--- config.mk ---
export PLATFORM = sky130hd
export DESIGN_NAME = syn_curr_scheduler_flat
export DESIGN_NICKNAME = d
export VERILOG_FILES = /design/src/rtl/syn_curr_scheduler_if.sv /design/src/rtl/syn_curr_scheduler.sv /design/src/flat_wrapper.sv
export SDC_FILE = /design/constraint.sdc
export NUM_CORES = 1
export LEC_CHECK = 0
export ABC_AREA = 1
export BUFFER_PORTS_ARGS = -buffer_cell sky130_fd_sc_hd__buf_4
export CAP_MARGIN = 20
export CORE_ASPECT_RATIO = 0.5
export CORE_MARGIN = 5
export CORE_UTILIZATION = 45
export CTS_BUF_LIST = sky130_fd_sc_hd__clkbuf_4 sky130_fd_sc_hd__clkbuf_8
export CTS_CLUSTER_SIZE = 30
export DETAILED_ROUTE_END_ITERATION = 8
export GPL_ROUTABILITY_DRIVEN = 0
export PLACE_DENSITY = 0.59
export SLEW_MARGIN = 20
export SYNTH_ARGS = -nofsm -noshare
export SYNTH_HDL_FRONTEND = slang
export SYNTH_SLANG_ARGS = --single-unit
--- constraint.sdc ---
create_clock -name clk -period 3.78 [get_ports clk]
set_input_delay 1.134 -clock clk [delete_from_list [all_inputs] [get_ports clk]]
set_output_delay 1.134 -clock clk [all_outputs]
set_load 0.05 [all_outputs]
--- src/rtl/syn_curr_scheduler_if.sv ---
// rtl/syn_curr_scheduler_if.sv - multiplier handshake and current output stream of the synaptic-current scheduler
interface syn_curr_scheduler_if #(
    parameter int N_CH = 8,
    parameter int W    = 18
);
    localparam int CW = $clog2(N_CH);

    logic          mul_start;
    logic [W-1:0]  mul_a;
    logic [W-1:0]  mul_b;
    logic [W-1:0]  mul_product;
    logic          mul_done;
    logic [W-1:0]  i_out;
    logic [CW-1:0] i_ch;
    logic          i_valid;

    modport master (
        output mul_start, mul_a, mul_b, i_out, i_ch, i_valid,
        input  mul_product, mul_done
    );

    modport slave (
        input  mul_start, mul_a, mul_b, i_out, i_ch, i_valid,
        output mul_product, mul_done
    );
endinterface

--- src/rtl/syn_curr_scheduler.sv ---
// rtl/syn_curr_scheduler.sv - time-multiplexed synaptic-current update sequencer (weight add / shared-multiplier decay)
module syn_curr_scheduler #(
    parameter int           N_CH  = 8,
    parameter int           W     = 18,
    parameter logic [W-1:0] DECAY = W'(169)
) (
    input  logic                    clk,
    input  logic                    reset,
    input  logic                    enable,
    input  logic                    tick,
    input  logic [N_CH-1:0]         spike_in,
    input  logic                    w_we,
    input  logic [$clog2(N_CH)-1:0] w_addr,
    input  logic [W-1:0]            w_data,
    syn_curr_scheduler_if.master    bus,
    output logic                    busy,
    output logic                    done,
    output logic                    overrun
);
    localparam int CW = $clog2(N_CH);

    localparam logic [2:0] S_IDLE     = 3'd0;
    localparam logic [2:0] S_FETCH    = 3'd1;
    localparam logic [2:0] S_ADD      = 3'd2;
    localparam logic [2:0] S_MUL_REQ  = 3'd3;
    localparam logic [2:0] S_MUL_WAIT = 3'd4;
    localparam logic [2:0] S_WRITE    = 3'd5;
    localparam logic [2:0] S_DONE     = 3'd6;

    logic [2:0]      state;
    logic [CW-1:0]   ch;
    logic [N_CH-1:0] spk_q;
    logic [W-1:0]    cur [N_CH];
    logic [W-1:0]    wt  [N_CH];
    logic [W-1:0]    cur_q;
    logic [W-1:0]    wt_q;

    logic            mul_start_q;
    logic [W-1:0]    mul_a_q;
    logic [W-1:0]    mul_b_q;
    logic [W-1:0]    i_out_q;
    logic [CW-1:0]   i_ch_q;
    logic            i_valid_q;

    logic [W:0]      sum;
    logic            wr_go;
    logic [W-1:0]    wr_data;

    assign bus.mul_start = mul_start_q;
    assign bus.mul_a     = mul_a_q;
    assign bus.mul_b     = mul_b_q;
    assign bus.i_out     = i_out_q;
    assign bus.i_ch      = i_ch_q;
    assign bus.i_valid   = i_valid_q;

    // Result selection for the three paths that end in WRITE
    always_comb begin
        sum     = {1'b0, cur_q} + {1'b0, wt_q};
        wr_go   = 1'b0;
        wr_data = '0;
        case (state)
            S_FETCH:    wr_go = !spk_q[ch] && (cur[ch] == '0);
            S_ADD: begin
                wr_go   = 1'b1;
                wr_data = sum[W] ? '1 : sum[W-1:0];
            end
            S_MUL_WAIT: begin
                wr_go   = bus.mul_done;
                wr_data = bus.mul_product;
            end
            default: ;
        endcase
    end

    always_ff @(posedge clk) begin
        if (reset) begin
            state       <= S_IDLE;
            ch          <= '0;
            spk_q       <= '0;
            cur_q       <= '0;
            wt_q        <= '0;
            mul_start_q <= 1'b0;
            mul_a_q     <= '0;
            mul_b_q     <= '0;
            i_out_q     <= '0;
            i_ch_q      <= '0;
            i_valid_q   <= 1'b0;
            busy        <= 1'b0;
            done        <= 1'b0;
            overrun     <= 1'b0;
            for (int i = 0; i < N_CH; i++) begin
                cur[i] <= '0;
                wt[i]  <= '0;
            end
        end else begin
            mul_start_q <= 1'b0;
            i_valid_q   <= 1'b0;
            done        <= 1'b0;

            if (tick && busy)
                overrun <= 1'b1;
            if (w_we)
                wt[w_addr] <= w_data;

            // Abort leaves already-written channels updated; a pending mul_done lands in IDLE and is dropped
            if (state != S_IDLE && !enable) begin
                state <= S_IDLE;
                busy  <= 1'b0;
            end else begin
                case (state)
                    S_IDLE: begin
                        if (tick && enable) begin
                            spk_q <= spike_in;
                            ch    <= '0;
                            busy  <= 1'b1;
                            state <= S_FETCH;
                        end
                    end
                    S_FETCH: begin
                        cur_q <= cur[ch];
                        wt_q  <= wt[ch];
                        if (spk_q[ch]) begin
                            state <= S_ADD;
                        end else if (cur[ch] != '0) begin
                            state       <= S_MUL_REQ;
                            mul_start_q <= 1'b1;
                            mul_a_q     <= cur[ch];
                            mul_b_q     <= DECAY;
                        end
                    end
                    S_MUL_REQ: state <= S_MUL_WAIT;
                    S_WRITE: begin
                        if (ch == CW'(N_CH - 1)) begin
                            state <= S_DONE;
                            done  <= 1'b1;
                        end else begin
                            ch    <= ch + CW'(1);
                            state <= S_FETCH;
                        end
                    end
                    S_DONE: begin
                        busy  <= 1'b0;
                        state <= S_IDLE;
                    end
                    default: ;
                endcase

                if (wr_go) begin
                    cur[ch]   <= wr_data;
                    i_out_q   <= wr_data;
                    i_ch_q    <= ch;
                    i_valid_q <= 1'b1;
                    state     <= S_WRITE;
                end
            end
        end
    end
endmodule
--- src/flat_wrapper.sv ---
// flat-port wrapper written by rule: the top's interface ports become plain ports
module syn_curr_scheduler_flat 
#(
    parameter int           N_CH  = 8,
    parameter int           W     = 18,
    parameter logic [W-1:0] DECAY = W'(169)
)
  (clk, reset, enable, tick, spike_in, w_we, w_addr, w_data, busy, done, overrun, bus_mul_start, bus_mul_a, bus_mul_b, bus_i_out, bus_i_ch, bus_i_valid, bus_mul_product, bus_mul_done);
  syn_curr_scheduler_if #(.N_CH(N_CH), .W(W)) bus_i ();
  input  logic clk;
  input  logic reset;
  input  logic enable;
  input  logic tick;
  input  logic [N_CH-1:0] spike_in;
  input  logic w_we;
  input  logic [$clog2(N_CH)-1:0] w_addr;
  input  logic [W-1:0] w_data;
  output logic busy;
  output logic done;
  output logic overrun;
  output wire logic [$bits(bus_i.mul_start)-1:0] bus_mul_start;
  output wire logic [$bits(bus_i.mul_a)-1:0] bus_mul_a;
  output wire logic [$bits(bus_i.mul_b)-1:0] bus_mul_b;
  output wire logic [$bits(bus_i.i_out)-1:0] bus_i_out;
  output wire logic [$bits(bus_i.i_ch)-1:0] bus_i_ch;
  output wire logic [$bits(bus_i.i_valid)-1:0] bus_i_valid;
  input wire logic [$bits(bus_i.mul_product)-1:0] bus_mul_product;
  input wire logic [$bits(bus_i.mul_done)-1:0] bus_mul_done;
  assign bus_mul_start = bus_i.mul_start;
  assign bus_mul_a = bus_i.mul_a;
  assign bus_mul_b = bus_i.mul_b;
  assign bus_i_out = bus_i.i_out;
  assign bus_i_ch = bus_i.i_ch;
  assign bus_i_valid = bus_i.i_valid;
  assign bus_i.mul_product = bus_mul_product;
  assign bus_i.mul_done = bus_mul_done;
  syn_curr_scheduler #(.N_CH(N_CH), .W(W), .DECAY(DECAY)) u_core (.clk(clk), .reset(reset), .enable(enable), .tick(tick), .spike_in(spike_in), .w_we(w_we), .w_addr(w_addr), .w_data(w_data), .bus(bus_i), .busy(busy), .done(done), .overrun(overrun));
endmodule
# After elaboration in Yosys (flattened, before gate mapping)
# Memories as Yosys holds them, arrays and structs flattened. A register that Yosys moved wholly into a read port is not among the register bits.
# Index checks and enable logic that the tools add are counted.
[op_classes]
add_sub_neg = 2
multipliers = 0
div = 0
n_lt_le_gt_ge = 1
n_eq_ne = 12
n_shift = 0
mux = 35
n_bitwise = 4
reduce_logical = 28
[op_table]
columns = ["operator", "count"]
rows = [
  ["2-to-1 mux 18 bit", 3],
  ["one-hot mux 18 bit (2 select lines)", 1],
  ["OR reduction 18 bit", 2],
  ["2-to-1 mux 3 bit", 11],
  ["adder 18 x 18 -> 19 bit", 1],
  ["logical NOT 18 bit", 1],
  ["nonzero test 18 bit", 1],
  ["2-to-1 mux 1 bit", 15],
  ["one-hot mux 3 bit (5 select lines)", 1],
  ["== test 3 bit, second input constant", 4],
  ["AND reduction 3 bit", 3],
  ["AND reduction 4 bit", 2],
  ["== test 3 x 2 -> 1 bit, second input constant", 2],
  ["!= test 3 x 1 -> 1 bit, second input constant", 2],
  ["one-hot mux 3 bit (2 select lines)", 1],
  ["AND reduction 2 bit", 3],
  ["nonzero test 6 bit", 1],
  ["OR reduction 3 bit", 2],
  ["nonzero test 5 bit", 1],
  ["logical AND 1 bit", 4],
  ["less-than comparator 3 x 4 -> 1 bit, second input constant", 1],
  ["!= test 4 x 1 -> 1 bit, second input constant", 1],
  ["NOT 1 bit", 4],
  ["nonzero test 2 bit", 2],
  ["other kinds (12)", 13],
]
[totals]
reg_bits = 77
latch_bits = 0
ramBits = 288
mem_bits_ro = 0
inputBits = 53
out_inout_bits = 62
wordCells = 98
n_memories = 2
[memory_table]
columns = ["name", "words", "width", "read_ports", "rd_ports_with_merged_regs", "write_ports", "line", "rtl"]
rows = [
  ["u_core.cur", 8, 18, 1, 1, 8, "syn_curr_scheduler.sv:33", "logic [W-1:0] cur [N_CH];"],
  ["u_core.wt", 8, 18, 1, 1, 8, "syn_curr_scheduler.sv:34", "logic [W-1:0] wt [N_CH];"],
]

# Longest topological paths before layout
[depth]
ltp_word = 11
ltp_mapped = 19
mapped_depth_nobuf = 16

# Worst setup path after synthesis
# No wires, ideal clock.
[synth_path]
path_type = "input to register"
from = "input port reset"
to = "memory u_core.cur[0][0] (enable)"
setup_time_ns = 0.375
t_arrival_ns = 2.539
required_ns = 3.405
path_slack_ns = 0.867
cell_stages = 7
path_buffers = 2
path_cell_list = "clkbuf_1 > nor2_1 > nand2_4 > clkinv_8 > nand2_8 > buf_6 > nand2_1"
[synth_rtl]
columns = ["item", "line", "rtl"]
rows = [
  ["from (decl)", "flat_wrapper.sv:11", "input logic reset;"],
  ["to (decl)", "syn_curr_scheduler.sv:33", ""],
]

==> flow_summary.json <==
{
  "outcome": "complete, no violations",
  "first_iter_violations": 1330,
  "cts_tree": "built",
  "hold_end": "u_core.spk_q[4]",
  "slew_headroom_pct": 24.4,
  "syn_inst": 1955,
  "crit_chain": "ha_1 -> a21oi_1 -> o21ai_0 -> a21oi_1 -> nand3_1 -> inv_1 -> nand3_1 -> a21oi_1 -> nor2_1",
  "dp_cells": 2551,
  "syn2layout_area_growth_pct": 14.5,
  "crit_path_end_kind": "flip-flop",
  "dr.pass1.iters": 6,
  "finalCriticalPeriod_ns": 3.37,
  "setup_tns_ns": 0,
  "antenna_left": 0,
  "ff2ff_path_depth": 9,
  "io_buffer_count": 100,
  "synth-seq-area-share_pct": 59.3,
  "hold_viol": 0,
  "start_util_pct": 45.8,
  "max_freq_mhz": 297,
  "rr_startpoint": "u_core.cur_q[13]",
  "drv_slew": 0,
  "clk_pin_slew_ns": 0.07,
  "critPathLaunchType": "flip-flop",
  "syn-cell-area_sq_um": 17900,
  "grt_pass1_vias": 13400,
  "cts_hold_buf": 0,
  "cts-root-buf": "clkbuf_8",
  "clock_skew_ns": 0.0311,
  "cellPowerDensity_nw_per_um2": 661,
  "peakVddDrop_uv": 272,
  "drcViolationCount": 0,
  "routed_via_density": 5.28,
  "num_rows": 51,
  "critical_path_class": "reg -> reg",
  "grt_pass1_wl_microns": 81100,
  "synth.avg_cell_area_sq_um": 9.15,
  "coreArea_sq_um": 39100,
  "regToRegEndpoint": "u_core.cur[1][14]",
  "setup_viol": 0,
  "die_h_microns": 151,
  "cts_resized": 0,
  "synth_cell_types": 44,
  "drive_gt1_share_pct": 13.3,
  "wire_per_inst_microns": 20.0,
  "ios": 115,
  "overflow": 0,
  "antenna_found_initial": 2,
  "postCtsSetupBuffers": 0,
  "required_ns": 4.10,
  "grt_max_degree": 100,
  "rsz0062_at_grt": "false",
  "met2_usage_pct": 37.8,
  "whs_path_depth": 2,
  "leakagePower_nw": 8.65,
  "nets": 2153,
  "worst_pin_slew_ns": 1.13,
  "hold_path.class": "reg -> reg",
  "rrSetupSlack_ns": 0.41,
  "yosys_warnings": 0,
  "grt_use_total_pct": 23.9,
  "final_cells": 2655,
  "max_stage_delay_ns": 0.90,
  "worstPathMaxFanout": 14,
  "fillers": 3688,
  "met3_usage_pct": 5.19,
  "yosys_register_bits": 386,
  "wl_microns": 53100,
  "arrival_ns": 3.69,
  "dp_hpwl_microns": 34700,
  "ctsHtreeMaxLevel": 2,
  "cts.sinks": 386,
  "cap_violations": 0,
  "hp-start": "u_core.spk_q[4]",
  "grtUsageMet1_pct": 33.5,
  "grt-busiest-layer": "met2",
  "antenna_cells": 0,
  "fin_crit_sh_pct": 89.1,
  "clock_path_buffers": 3,
  "clock_latency_ns": 0.62,
  "cp_common_cell": "a21oi_1",
  "die_x_microns": 292,
  "vias": 14000,
  "cts_buffers": 56,
  "cp_slowest_cell": "a21oi_1",
  "die-area_sq_um": 44100
}
-- cell families (layout without fill, tap and decap cells) --
group / Yosys count / after routing / share of synthesized area [%]
DFF: 386 / 386 / 59.3
buffers and inverters: 268 / 425 / 7.04
adders and majority gates: 21 / 21 / 1.51
AOI/OAI and AO/OA: 256 / 256 / 8.60
xor gates and xnor gates: 9 / 9 / 0.441
other: 1 / 14 / 0.0210
and+or+nand+nor: 1014 / 1014 / 23.1
-- layout make-up --
| type | instances | area, sq um | area share [%] |
|---|---|---|---|
| sequential | 386 | 10600 | 51.8 |
| multi-input combinational | 1314 | 6070 | 29.7 |
| timing repair buffer | 159 | 1280 | 6.26 |
| clock buffer | 91 | 1110 | 5.45 |
| tap | 530 | 663 | 3.24 |
| inverter | 162 | 621 | 3.03 |
| clock inverter | 13 | 106 | 0.519 |
-- cell usage after synthesis --
master,instances,area share (%)
a211oi_1,6,0.25
a21oi_1,84,2.4
a221oi_1,18,0.88
a22o_1,12,0.59
a22oi_1,14,0.59
a31o_2,1,0.049
a31oi_1,6,0.21
a32o_1,1,0.056
a41o_1,1,0.056
buf_1,5,0.10
buf_2,21,0.59
buf_4,21,0.88
buf_6,18,1.1
clkbuf_1,41,0.86
clkinv_1,3,0.063
clkinv_8,1,0.091
conb_1,1,0.021
dfxtp_1,98,11
edfxtp_1,288,48
fa_1,1,0.11
ha_1,20,1.4
inv_1,152,3.2
inv_2,6,0.13
nand2_1,413,8.7
nand2_2,1,0.035
nand2_4,1,0.063
nand2_8,8,0.90
nand3_1,93,2.6
nand3_2,1,0.056
nand3b_1,3,0.13
nand4_1,15,0.52
nor2_1,475,10
nor2_2,2,0.070
nor3_1,2,0.056
o2111ai_1,1,0.049
o211ai_1,14,0.59
o211ai_2,2,0.14
o21a_1,2,0.084
o21ai_0,65,1.8
o21ai_1,25,0.70
o21bai_1,1,0.042
o221ai_1,3,0.15
xnor2_1,7,0.34
xor2_1,2,0.098
-- flip-flops by register name (all words and copies together) (netlist names), named ones only --
name / cells
u_core.bus.i_ch: 3
u_core.bus.i_valid: 1
u_core.state: 3
u_core.bus.mul_a: 18
u_core.busy: 1
u_core.cur: 144
u_core.wt_q: 18
u_core.spk_q: 8
u_core.wt: 144
u_core.bus.mul_start: 1
u_core.bus.i_out: 18
u_core.ch: 3
u_core.bus.mul_b: 1
u_core.overrun: 1
u_core.done: 1
u_core.cur_q: 18
-- report_power, final --
part	leakage, nW	internal, W	switching, W	total [W]
clock network	0.652	0.00200	0.00167	0.00366
logic	4.33	0.00127	0.00336	0.00464
registers	3.67	0.00497	0.000263	0.00524
total	8.65	0.00824	0.00529	0.0135
-- per-stage QoR --
stage	hold WS [ns]	worst slack, ns	instance area, sq um	util [%]	total power, W
after floorplan	0.424	0.867	17900	-	0.00830
after global placement	0.445	0.543	19300	49.3	0.00990
after detailed placement	0.447	0.515	19300	49.3	0.00990
after CTS	0.457	0.480	20500	52.4	0.0135
after global routing	0.481	0.271	20500	52.4	0.0142
final	0.455	0.411	20500	52.4	0.0135
-- worst max-delay path by stage --
| stage | end | slack, ns | cells past startpoint | start |
|---|---|---|---|---|
| floorplan | u_core.cur[0][0] | 0.87 | 7 | reset |
| global placement | u_core.cur[5][14] | 0.54 | 9 | u_core.cur_q[13] |
| detailed placement | u_core.cur[3][14] | 0.52 | 9 | u_core.cur_q[13] |
| CTS | u_core.cur[1][14] | 0.48 | 9 | u_core.wt_q[13] |
| global route | u_core.bus.i_out[14] | 0.27 | 11 | u_core.wt_q[13] |
| finish | u_core.cur[1][14] | 0.41 | 9 | u_core.cur_q[13] |
-- cells in the final DEF, fill, tap and decap left out, types with 2 or more instances in the layout --
cell type | synthesis | final
a211oi_1 | 6 | 6
a21oi_1 | 84 | 84
a221oi_1 | 18 | 18
a22o_1 | 12 | 12
a22oi_1 | 14 | 14
a31oi_1 | 6 | 6
buf_12 | 0 | 7
buf_4 | 21 | 152
bufinv_16 | 0 | 2
clkbuf_4 | 0 | 22
clkbuf_8 | 0 | 69
clkinv_1 | 3 | 10
clkinv_2 | 0 | 4
conb_1 | 1 | 14
dfxtp_1 | 98 | 97
edfxtp_1 | 288 | 288
ha_1 | 20 | 20
inv_1 | 152 | 152
inv_2 | 6 | 6
nand2_1 | 413 | 413
nand2_8 | 8 | 8
nand3_1 | 93 | 93
nand3b_1 | 3 | 3
nand4_1 | 15 | 15
nor2_1 | 475 | 475
nor2_2 | 2 | 2
nor3_2 | 0 | 2
o211ai_1 | 14 | 14
o211ai_2 | 2 | 2
o21a_1 | 2 | 2
o21ai_0 | 65 | 65
o21ai_1 | 25 | 25
o221ai_1 | 3 | 3
xnor2_1 | 7 | 7
xor2_1 | 2 | 2
-- metal layers --
layer,up-vias,routed length [microns]
met5,-,13
met4,2,1460
met3,93,4150
met2,511,24000
met1,6695,23500
li1,6709,-
-- critical path, delay by kind of cell (launching register included) --
kind | cells | cell delay (ns)
adder cells (fa/ha/maj) | 1 | 0.39
buffers and inverters | 1 | 0.39
AO/OA/AOI/OAI | 4 | 1.43
AND/OR/NAND/NOR | 3 | 0.50
flip-flops | 1 | 0.35
Power figures use the tool's default switching activity.
